--- config.mk ---
export PLATFORM = sky130hd
export DESIGN_NAME = aer_frame_encoder
export DESIGN_NICKNAME = d
export VERILOG_FILES = /design/src/rtl/aer_frame_encoder.sv
export SDC_FILE = /design/constraint.sdc
export NUM_CORES = 1
export LEC_CHECK = 0
export CAP_MARGIN = 30
export CORE_MARGIN = 2
export CORE_UTILIZATION = 50
export DETAILED_ROUTE_END_ITERATION = 10
export GPL_ROUTABILITY_DRIVEN = 0
export PLACE_DENSITY = 0.84
export SKIP_LAST_GASP = 1
export SLEW_MARGIN = 10
export SYNTH_ARGS = -nofsm -noshare
export SYNTH_HDL_FRONTEND = slang
export SYNTH_SLANG_ARGS = --single-unit
--- constraint.sdc ---
create_clock -name clk -period 2.4 [get_ports clk]
set_clock_uncertainty 0.1 [all_clocks]
set_input_delay 0.36 -clock clk [delete_from_list [all_inputs] [get_ports clk]]
set_output_delay 0.36 -clock clk [all_outputs]
set_load 0.005 [all_outputs]
--- src/rtl/aer_frame_encoder.sv ---
// Transmit end of the four-channel AER link: latches channel events, arbitrates
// round-robin, and sends each one as a 5-token frame using four-phase handshakes.
module aer_frame_encoder #(
  parameter int SYNC_STAGES = 2,
  parameter int CNT_W       = 16
) (
  input  logic             clk,
  input  logic             reset,
  input  logic             Ch1Up,
  input  logic             Ch1Down,
  input  logic             Ch2Up,
  input  logic             Ch2Down,
  output logic             Fs,
  output logic             X0,
  output logic             Zero,
  output logic             One,
  output logic             Fe,
  input  logic             Fs_ack,
  input  logic             X0_ack,
  input  logic             Zero_ack,
  input  logic             One_ack,
  input  logic             Fe_ack,
  output logic             busy,
  output logic             overflow,
  output logic [CNT_W-1:0] frames_sent
);

  // Fewer than two stages would not give a metastable ack time to settle.
  localparam int SYNC_N = (SYNC_STAGES < 2) ? 2 : SYNC_STAGES;

  localparam logic [1:0] IDLE    = 2'd0;
  localparam logic [1:0] ASSERT  = 2'd1;
  localparam logic [1:0] RELEASE = 2'd2;

  // Bit positions of each token wire within the token and ack vectors.
  localparam int TK_FS   = 0;
  localparam int TK_X0   = 1;
  localparam int TK_ZERO = 2;
  localparam int TK_ONE  = 3;
  localparam int TK_FE   = 4;

  // Event codes: 0 Ch1Up, 1 Ch1Down, 2 Ch2Up, 3 Ch2Down.
  // Bit 1 selects the channel, bit 0 set means Down.
  logic [1:0]       state;
  logic [2:0]       tok_idx;
  logic [1:0]       cur_evt;
  logic [4:0]       tok_q;
  logic [3:0]       pending;
  logic [1:0]       rr_ptr;
  logic [4:0]       ack_pipe [SYNC_N];
  logic [4:0]       ack_s;
  logic [4:0]       ack_raw;
  logic [3:0]       pulses;
  logic             grant_valid;
  logic [1:0]       grant_evt;
  logic [1:0]       cand;
  logic [3:0]       grant_vec;
  logic [4:0]       cur_sel;
  logic             cur_ack;

  assign pulses  = {Ch2Down, Ch2Up, Ch1Down, Ch1Up};
  assign ack_raw = {Fe_ack, One_ack, Zero_ack, X0_ack, Fs_ack};

  // One-hot token wire for position idx of the frame carrying event evt.
  function automatic logic [4:0] token_sel(input logic [2:0] idx, input logic [1:0] evt);
    logic [4:0] sel;
    sel = '0;
    case (idx)
      3'd0:    sel[TK_FS] = 1'b1;
      3'd1:    sel[evt[1] ? TK_ONE : TK_ZERO] = 1'b1;
      3'd2:    sel[TK_X0] = 1'b1;
      3'd3:    sel[evt[0] ? TK_ZERO : TK_ONE] = 1'b1;
      default: sel[TK_FE] = 1'b1;
    endcase
    return sel;
  endfunction

  // NOTE: sequential state is updated with non-blocking assignments so every
  // register samples the pre-edge value of its neighbours, as the hardware does.
  always_ff @(posedge clk) begin
    if (!reset) begin
      for (int i = 0; i < SYNC_N; i++) ack_pipe[i] <= '0;
    end else begin
      ack_pipe[0] <= ack_raw;
      for (int i = 1; i < SYNC_N; i++) ack_pipe[i] <= ack_pipe[i-1];
    end
  end

  assign ack_s = ack_pipe[SYNC_N-1];

  // Round-robin search: walk downward so the candidate nearest rr_ptr wins.
  // NOTE: every combinational output gets a default before any branch,
  // otherwise an unassigned path would infer a latch.
  always_comb begin
    grant_valid = 1'b0;
    grant_evt   = rr_ptr;
    cand        = rr_ptr;
    for (int k = 3; k >= 0; k--) begin
      cand = rr_ptr + 2'(k);
      if (pending[cand]) begin
        grant_valid = 1'b1;
        grant_evt   = cand;
      end
    end
  end

  assign grant_vec = (state == IDLE && grant_valid) ? (4'b0001 << grant_evt) : 4'b0000;

  assign cur_sel = token_sel(tok_idx, cur_evt);
  assign cur_ack = |(cur_sel & ack_s);

  // A pulse coinciding with its own grant re-arms the flag; otherwise a pulse
  // on an already-set flag is a lost event.
  always_ff @(posedge clk) begin
    if (!reset) begin
      pending  <= '0;
      overflow <= 1'b0;
    end else begin
      pending  <= pulses | (pending & ~grant_vec);
      overflow <= overflow | (|(pulses & pending & ~grant_vec));
    end
  end

  always_ff @(posedge clk) begin
    if (!reset) begin
      state       <= IDLE;
      tok_idx     <= '0;
      cur_evt     <= '0;
      tok_q       <= '0;
      rr_ptr      <= '0;
      frames_sent <= '0;
    end else begin
      case (state)
        IDLE: begin
          if (grant_valid) begin
            cur_evt <= grant_evt;
            rr_ptr  <= grant_evt + 2'd1;
            tok_idx <= 3'd0;
            tok_q   <= token_sel(3'd0, grant_evt);
            state   <= ASSERT;
          end
        end
        ASSERT: begin
          if (cur_ack) begin
            tok_q <= '0;
            state <= RELEASE;
          end
        end
        RELEASE: begin
          if (!cur_ack) begin
            if (tok_idx < 3'd4) begin
              tok_idx <= tok_idx + 3'd1;
              tok_q   <= token_sel(tok_idx + 3'd1, cur_evt);
              state   <= ASSERT;
            end else begin
              frames_sent <= frames_sent + CNT_W'(1);
              state       <= IDLE;
            end
          end
        end
        default: begin
          tok_q <= '0;
          state <= IDLE;
        end
      endcase
    end
  end

  assign busy = (state != IDLE);
  assign Fs   = tok_q[TK_FS];
  assign X0   = tok_q[TK_X0];
  assign Zero = tok_q[TK_ZERO];
  assign One  = tok_q[TK_ONE];
  assign Fe   = tok_q[TK_FE];

endmodule

==> impl_results.md, run 1 <==
* P per Cell Area at approximately 550 nW/um^2
* 1st-iter DRT viols at 81
* Clock slew at reported path FFs at roughly 0.08 ns
* Post-Syn Area at ~2200 um^2
* Switching part of the total at 0.254
* Vias in the first global route at around 1,600
* Area taken by multi-input logic gates at between 1000 and 1500 um^2
* RSZ-0062 raised after global routing: false
* Clock Power Share at 0.318
* Antenna violations before repair at 0
* Combinational power share at 0.138
* Total power draw at about 1.5 mW
* Reg-to-reg startpoint: tok_idx[0]
* Worst Reg-to-Reg Cells at 7
* Critical path required time at between 2 and 2.5 ns
* Post-Synth Simple-Gate Area at 0.235
* Min-delay src: ack_pipe[0][2]
* Startpoint types: flop
* Antenna viol nets, final at 0
* Total wire length at approximately 4100 um
* Worst hold path class: reg -> reg
* Critical path class: reg -> reg
* Critical-path maximum fanout at 10
* Layout cells sized above 1 at 0.0873
* Hold buffers post-CTS at 0
* Grt ovf at 0
* Max-slew violation count at 0
* Crit share post-route at 0.910
* Synthesis Warnings at 0
* Crit path launch: tok_idx[0]
* Final worst slack at around 0.22 ns
* CP endpoint kind: flop
* Resized cells post-CTS at 0
* Pre-CTS WS at between 0.2 and 0.25 ns
* Period minus WS final at 2.18 ns
* Slew margin rel. at 0.706
* Pin count of the biggest net entering global routing at 29
* Initial core utilization at 0.514
* Post-synthesis adder-cell area fraction at 0.0680
* VDD IR max at between 0.3 and 0.4 mV
* Drt drc at 0
* IO Pins at 34
* RR Endpoint: tok_idx[0]
* Main combinational cell family by area after synthesis: simple AND/OR/NAND/NOR gates
* Post-synthesis cell type count at between 40 and 50
* Mux share of post-synthesis cell area at 0.0408
* Total GRT Usage at 0.174
* CTS root buf: clkbuf_8
* Setup repair bufs after CTS at 0
* Compound-Gate Fraction of Synth Area at 0.168
* Cell row count at 24
* Clk buf depth at 2
* Final HPWL DP at 3030 um
* Synth Net Count at approximately 260
* TNS Setup at 0 ns
* Die W at 70.4 um
* Max-cap violations at 0
* I/O Buffers at 33
* Pint at between 1 and 1.5 mW
* Vias at between 1,500 and 2,000
* Status: finished, final reports clean
* Seq pwr share at 0.544
* DR vias/cell at roughly 5.3
* CTS tree: done
* First-pass GRT wire length at ~7000 um
* Storage element area at roughly 900 um^2
* Synthesized instance count at between 200 and 250
* Sequential share of the synthesized area at 0.408
* Layout Cells excl Fill at between 300 and 400
* Switching power at roughly 0.38 mW
* Post-synthesis xor/xnor area fraction at 0.0357
* Leak Pwr at 1.05 nW
* Synthesized area per cell at approximately 9 um^2
* Nets at approximately 300
* Worst-Skew Late Latency at between 0.2 and 0.3 ns
* Highest clock rate at 458 MHz
* CTS buffer count at 5
* Setup slack, reg-to-reg at 0.22 ns
* Final Setup Violations at 0
* Synthesis-stage register bit count at between 40 and 50
* CP endpoint: tok_idx[0]
* Fillers at 406
* Final Hold Fails at 0
* Clock sinks at between 40 and 50
* Routed WL per cell at roughly 12 um
* Die ar. at between 4000 and 5000 um^2
* Area Overhead vs Synth at 21.1%
* Antenna Cells at 0
* Placed insts at 320
* Core ar. at roughly 4300 um^2
* Least-Margin Pin Slew at ~0.44 ns
* DRT Pass-1 Iters at 4
* Die height at 70.4 um
* H-tree depth at 2
* Worst EP arrival at around 2.3 ns
worst min path at each step:
stage	cells past startpoint	slack (ns)	end
floorplan	1	0.31	ack_pipe[0][5]
global placement	1	0.31	ack_pipe[0][6]
detailed placement	1	0.32	ack_pipe[0][7]
CTS	1	0.34	ack_pipe[0][8]
global route	1	0.35	ack_pipe[0][5]
finish	1	0.34	ack_pipe[0][7]
per-layer routing:
layer  routed length (um)  track usage  vias to the layer above
li1                     -            -                      901
met1                 1980        0.221                      793
met2                 1910        0.290                       33
met3                  150       0.0433                        6
met4                   48       0.0513                        0
met5                    0            0                        -
cell usage in the layout, fill, tap and decap left out, types with 3 or more instances in the layout:
cell type         n
dfxtp_1          45
clkdlybuf4s50_1  33
nand2_1          28
and2_1           19
inv_1            13
ha_1             12
nor2_1           10
mux2i_1           9
a21oi_1           7
nand2b_1          6
o21ai_0           6
nand4_1           6
xnor2_1           6
nand3_1           6
clkbuf_8          6
nor2b_1           5
a21boi_0          5
o21a_1            5
buf_4             4
o22ai_1           3
or3_1             3
xor2_1            3
a22oi_1           3
cells in the mapped netlist (all sizes together):
master / n / share of area
a211oi: 1 / 0.0034
a21boi: 6 / 0.020
a21o: 1 / 0.0040
a21oi: 7 / 0.016
a221oi: 1 / 0.0040
a222oi: 1 / 0.0045
a22oi: 3 / 0.010
a311oi: 1 / 0.0040
and2: 20 / 0.057
and3: 2 / 0.0057
and4: 1 / 0.0040
and4bb: 1 / 0.0057
buf: 3 / 0.012
clkbuf: 6 / 0.010
dfxtp: 45 / 0.41
ha: 12 / 0.068
inv: 13 / 0.022
mux2i: 9 / 0.041
nand2: 28 / 0.048
nand2b: 6 / 0.017
nand3: 6 / 0.014
nand4: 7 / 0.027
nor2: 10 / 0.017
nor2b: 5 / 0.014
nor3: 2 / 0.0045
o2111ai: 1 / 0.0040
o211ai: 2 / 0.011
o21a: 5 / 0.017
o21ai: 8 / 0.025
o21bai: 1 / 0.0051
o221a: 1 / 0.0051
o22ai: 3 / 0.0085
o31ai: 4 / 0.018
o32ai: 1 / 0.0040
o41ai: 1 / 0.0040
or2: 3 / 0.0085
or3: 3 / 0.0085
or4: 1 / 0.0051
xnor2: 6 / 0.024
xor2: 3 / 0.012
final cells by class:
class,instances,share of cell area
Multi-Input combinational cell,173,0.452
Sequential cell,45,0.337
Timing Repair Buffer,37,0.135
Clock buffer,6,0.0309
Tap cell,52,0.0243
Inverter,13,0.0182
Clock inverter,1,0.00281
critical path, cell delays in order (launching register included):
cell	delay [ns]
dfxtp_1	0.51
inv_1	0.11
ha_1	0.26
a221oi_1	0.27
o221a_2	0.27
o21bai_2	0.22
mux2i_1	0.23
o32ai_1	0.09
power by group through the flow:
stage	Clock, mW	Sequential [mW]	Combinational [mW]
after floorplan	0	0.816	0.141
after global placement	0	0.823	0.199
after detailed placement	0	0.824	0.206
after CTS	0.486	0.806	0.207
after global routing	0.520	0.812	0.233
final	0.470	0.805	0.204
stage by stage:
stage / area (um^2) / hold slack, ns / util
floorplan: 2210 / 0.312 / -
global placement: 2580 / 0.314 / 0.602
detailed placement: 2580 / 0.318 / 0.602
CTS: 2670 / 0.337 / 0.623
global route: 2670 / 0.346 / 0.623
finish: 2670 / 0.337 / 0.623
state kept, by name, indices dropped and copies added (netlist names):
signal,count
ack_pipe,10
cur_evt,2
frames_sent,16
overflow,1
pending,4
rr_ptr,2
state,2
tok_idx,3
tok_q,5
logic make-up after synthesis:
family	Yosys count
fa+ha+maj	12
simple gates	95
buf+inv	22
flops	45
compound gates	48
xor+xnor	9
mux	9
Note: power is estimated with default switching activity, not from simulation.
==> inputs of run 2 (changes only) <==
- PLACE_DENSITY: 0.84 -> 0.75
- SLEW_MARGIN: 10 -> 20
==> run 2 against run 1 <==
Flip-flop and latch count unchanged. Utilization decreased by 0.087 points. Power decreased by 0.20%. Routed wire length decreased by 0.71%. Critical path type unchanged. Critical endpoint unchanged. Largest cell class unchanged. Highest routed layer unchanged.
==> impl_results.md, run 2 (synthesis results as in run 1) <==
* Status: finished, final reports clean
* Least-Margin Pin Slew at about 0.44 ns
* Highest clock rate at 456 MHz
* Pin count of the biggest net entering global routing at 30
* Hold buffers post-CTS at 0
* First-pass GRT wire length at between 6000 and 7000 um
* Clock slew at reported path FFs at approximately 0.070 ns
* Antenna viol nets, final at 0
* CP endpoint kind: flop
* Grt ovf at 0
* Drt drc at 0
* Die height at just over 70 um
* Total wire length at about 4000 um
* Vias in the first global route at 1,562
* Cell row count at 24
* Crit share post-route at 0.914
* IO Pins at 34
* CP max stage delay at 0.52 ns
* Top flop regs: frames_sent x16, ack_pipe x10, tok_q x5
* Antenna violations before repair at 0
* Slowest-stage cell, CP: dfxtp_1
* Total GRT Usage at 0.175
* Critical-path cell list: inv_1 -> ha_1 -> a221oi_1 -> o221a_2 -> o21bai_2 -> mux2i_1 -> o32ai_1
* Critical-path maximum fanout at 10
* Final Setup Violations at 0
* Final Hold Fails at 0
* Reg-to-reg startpoint: tok_idx[0]
* Layout cells sized above 1 at 0.0836
* Area Overhead vs Synth at 21.0%
* Die W at around 70 um
* Commonest cells after routing, fill and taps aside: 45 x dfxtp_1, 33 x clkdlybuf4s50_1, 28 x nand2_1
* Critical path class: reg -> reg
* CTS buffer count at 5
* Worst-Skew Late Latency at around 0.3 ns
* Most flops, register: frames_sent
* DRT Pass-1 Iters at 4
* Critical path required time at 2.47 ns
* I/O Buffers at 33
* Bufs and invs on worst path at 1
* TNS Setup at 0 ns
* Resized cells post-CTS at 0
* Core ar. at approximately 4300 um^2
* Slew margin rel. at 0.709
* Initial core utilization at 0.514
* Largest register FFs at 16
* Leak Pwr at 1.05 nW
* Clk buf depth at 2
* RSZ-0062 raised after global routing: false
* Routed WL per cell at 12.4 um
* 1st-iter DRT viols at approximately 100
* Worst hold path class: reg -> reg
* Final HPWL DP at 2980 um
* Max-slew violation count at 0
* Clock sinks at 45
* Max-cap violations at 0
* Startpoint types: flop
* DR vias/cell at 5.28
* Min-delay src: ack_pipe[0][2]
* Die ar. at 4960 um^2
* H-tree depth at 2
* Top sig layer: met4
* Crit path launch: tok_idx[0]
* VDD IR max at around 0.4 mV
* Antenna Cells at 0
* Routed wl met2 at between 1500 and 2000 um
* Vias at 1,726
* Largest delay contributor family on the critical path: compound AO/OA/AOI/OAI gates
* Period minus WS final at about 2.2 ns
* Final instance area at between 2000 and 3000 um^2
* Fillers at ~390
* Nets at ~300
* CTS root buf: clkbuf_8
* Met3 Wirelength at roughly 180 um
* Worst EP arrival at ~2.3 ns
* Placed Area at 2580 um^2
* CTS tree: done
* Setup repair bufs after CTS at 0
* P per Cell Area at ~550 nW/um^2
* Most common cell after layout, fill and taps aside: dfxtp_1
* Met1 WL at about 1900 um
run 2: layer usage:
metal	vias up	track usage
li1	898	-
met1	792	0.223
met2	31	0.275
met3	5	0.0505
met4	0	0.0769
met5	-	0
run 2: final timing paths:
check / to / slack [ns] / cells after the start
worst max-delay path: tok_idx[0] / 0.21 / 7
worst min-delay path: ack_pipe[0][7] / 0.33 / 1
worst min register to register: ack_pipe[0][7] / 0.33 / 1
worst max register to register: tok_idx[0] / 0.21 / 7
run 2: power by group:
group          switching (mW)  internal [mW]  total, mW
sequential             0.0286          0.778      0.806
combinational           0.105          0.100      0.205
clock                   0.237          0.228      0.466
total                   0.371           1.11       1.48
run 2: per-stage QoR:
step / power, mW / instances / hold WS [ns] / util / worst slack, ns
finish: 1.48 / 327 / 0.335 / 0.622 / 0.205
global route: 1.56 / 327 / 0.355 / 0.622 / 0.0262
CTS: 1.50 / 327 / 0.338 / 0.622 / 0.207
detailed placement: 1.03 / 320 / 0.320 / 0.602 / 0.220
global placement: 1.02 / 320 / 0.314 / 0.602 / 0.284
floorplan: 0.957 / 240 / 0.312 / - / 0.411
run 2: layout make-up:
cell class | count | area (um^2) | share of cell area
timing repair buffer | 37 | 360 | 0.135
sequential | 45 | 901 | 0.337
tap | 52 | 65.1 | 0.0244
clock buffer | 7 | 86.3 | 0.0323
inverter | 13 | 48.8 | 0.0183
multi-input combinational | 173 | 1210 | 0.453
==> inputs of run 3 (changes only) <==
- GPL_TIMING_DRIVEN: default -> 0
==> run 3 against run 2 <==
Global-route usage grew 1.4 points. Cell count grew 0.92%. Non-clock buffer count grew 4. Sequential power is essentially flat. Clock power shrank 9.7%. Sequential share of layout area is essentially flat. Register-to-register slack gained 0.08 ns. Routed wire length grew 4.9%.
==> impl_results.md, run 3 (synthesis results as in run 1) <==
* Status: finished, final reports clean
* Leak Pwr at 1.05 nW
* Critical-path maximum fanout at 10
* Critical path required time at between 2 and 2.5 ns
* Top flop regs: frames_sent x16, ack_pipe x10, tok_q x5
* Vias in the first global route at between 1,500 and 2,000
* Most common cell after layout, fill and taps aside: dfxtp_1
* Area Overhead vs Synth at 21.1%
* Period minus WS final at roughly 2.1 ns
* Cell row count at 24
* Highest clock rate at ~470 MHz
* Largest register FFs at 16
* IO Pins at 34
* CTS buffer count at 5
* Total wire length at 4250 um
* Max-cap violations at 0
* CTS root buf: clkbuf_8
* DRT Pass-1 Iters at 5
* DR vias/cell at about 5.3
* Worst hold path class: reg -> reg
* Worst EP arrival at ~2.2 ns
* Drt drc at 0
* Core ar. at between 4000 and 5000 um^2
* Hold buffers post-CTS at 0
* CTS tree: done
* Layout Cells excl Fill at 330
* Antenna Cells at 0
* Final HPWL DP at between 3000 and 4000 um
* Largest delay contributor family on the critical path: compound AO/OA/AOI/OAI gates
* Total power draw at about 1.4 mW
* Die height at ~70 um
* Final instance area at 2670 um^2
* Most flops, register: frames_sent
* Clock sinks at 45
* Grt ovf at 0
* Final worst slack at approximately 0.29 ns
* H-tree depth at 2
* Pin count of the biggest net entering global routing at 13
* First-pass GRT wire length at around 7600 um
* Bufs and invs on worst path at 1
* Least-Margin Pin Slew at between 0.5 and 0.6 ns
* Max-slew violation count at 0
* 1st-iter DRT viols at slightly below 80
* Antenna violations before repair at 0
* Nets at 302
* Placed Area at 2590 um^2
* Startpoint types: flop
* P per Cell Area at about 540 nW/um^2
* Antenna viol nets, final at 0
* I/O Buffers at 32
* Routed WL per cell at 12.9 um
* Vias at ~1,700
* VDD IR max at ~0.34 mV
* Slowest-stage cell, CP: dfxtp_2
* Commonest cells after routing, fill and taps aside: 44 x dfxtp_1, 32 x clkdlybuf4s50_1, 28 x nand2_1
* Worst-Skew Late Latency at between 0.2 and 0.3 ns
* Crit share post-route at 0.880
* RSZ-0062 raised after global routing: false
* Clock slew at reported path FFs at approximately 0.07 ns
* Critical path class: reg -> reg
* Total GRT Usage at 0.190
* Pre-CTS WS at between 0.15 and 0.2 ns
* Initial core utilization at 0.514
* Final Hold Fails at 0
* Placed insts at between 300 and 400
* CP max stage delay at 0.43 ns
* Final Setup Violations at 0
* Critical-path cell list: inv_1 -> ha_1 -> a221oi_1 -> o221a_2 -> o21bai_2 -> mux2i_1 -> o32ai_1
* Layout cells sized above 1 at 0.0827
* Clk buf depth at 2
* CP endpoint kind: flop
* Die ar. at between 4000 and 5000 um^2
* TNS Setup at 0 ns
* Slew margin rel. at 0.660
* Die W at 70.4 um
run 3: final timing paths:
check	startpoint	cells past startpoint	slack [ns]	to
max reg2reg	tok_idx[0]	7	0.29	tok_idx[0]
min reg2reg	ack_pipe[0][1]	1	0.33	ack_pipe[0][6]
max	tok_idx[0]	7	0.29	tok_idx[0]
min	ack_pipe[0][1]	1	0.33	ack_pipe[0][6]
run 3: final cells by class:
class	count	area, um^2
fill	379	1620
multi-input combinational	173	1210
sequential	45	902
timing repair buffer	32	320
clock buffer	5	68.8
tap	52	65.1
buffer	9	48.8
inverter	13	48.8
clock inverter	1	5.00
run 3: power by group:
part	internal (mW)	leakage (nW)	switching (mW)	total (mW)
Clock	0.192	0.0399	0.229	0.421
Combinational	0.0959	0.640	0.110	0.206
Sequential	0.778	0.368	0.0282	0.806
Total	1.07	1.05	0.367	1.43
run 3: routing by layer:
| metal | vias up | wire [um] | track usage |
|---|---|---|---|
| li1 | 900 | - | - |
| met1 | 800 | 2020 | 0.245 |
| met2 | 31 | 2000 | 0.307 |
| met3 | 5 | 184 | 0.0476 |
| met4 | 0 | 54 | 0.0662 |
| met5 | - | 0 | 0 |
run 3: timing repair:
action	in CTS	in global routing
endpoints found under the setup margin	0	3
gates resized for setup	0	2
buffers inserted	0	0
run 3: through the flow:
stage | util | hold slack [ns]
CTS | 0.621 | 0.339
floorplan | - | 0.312
detailed placement | 0.604 | 0.320
finish | 0.622 | 0.334
global placement | 0.604 | 0.314
global route | 0.622 | 0.347
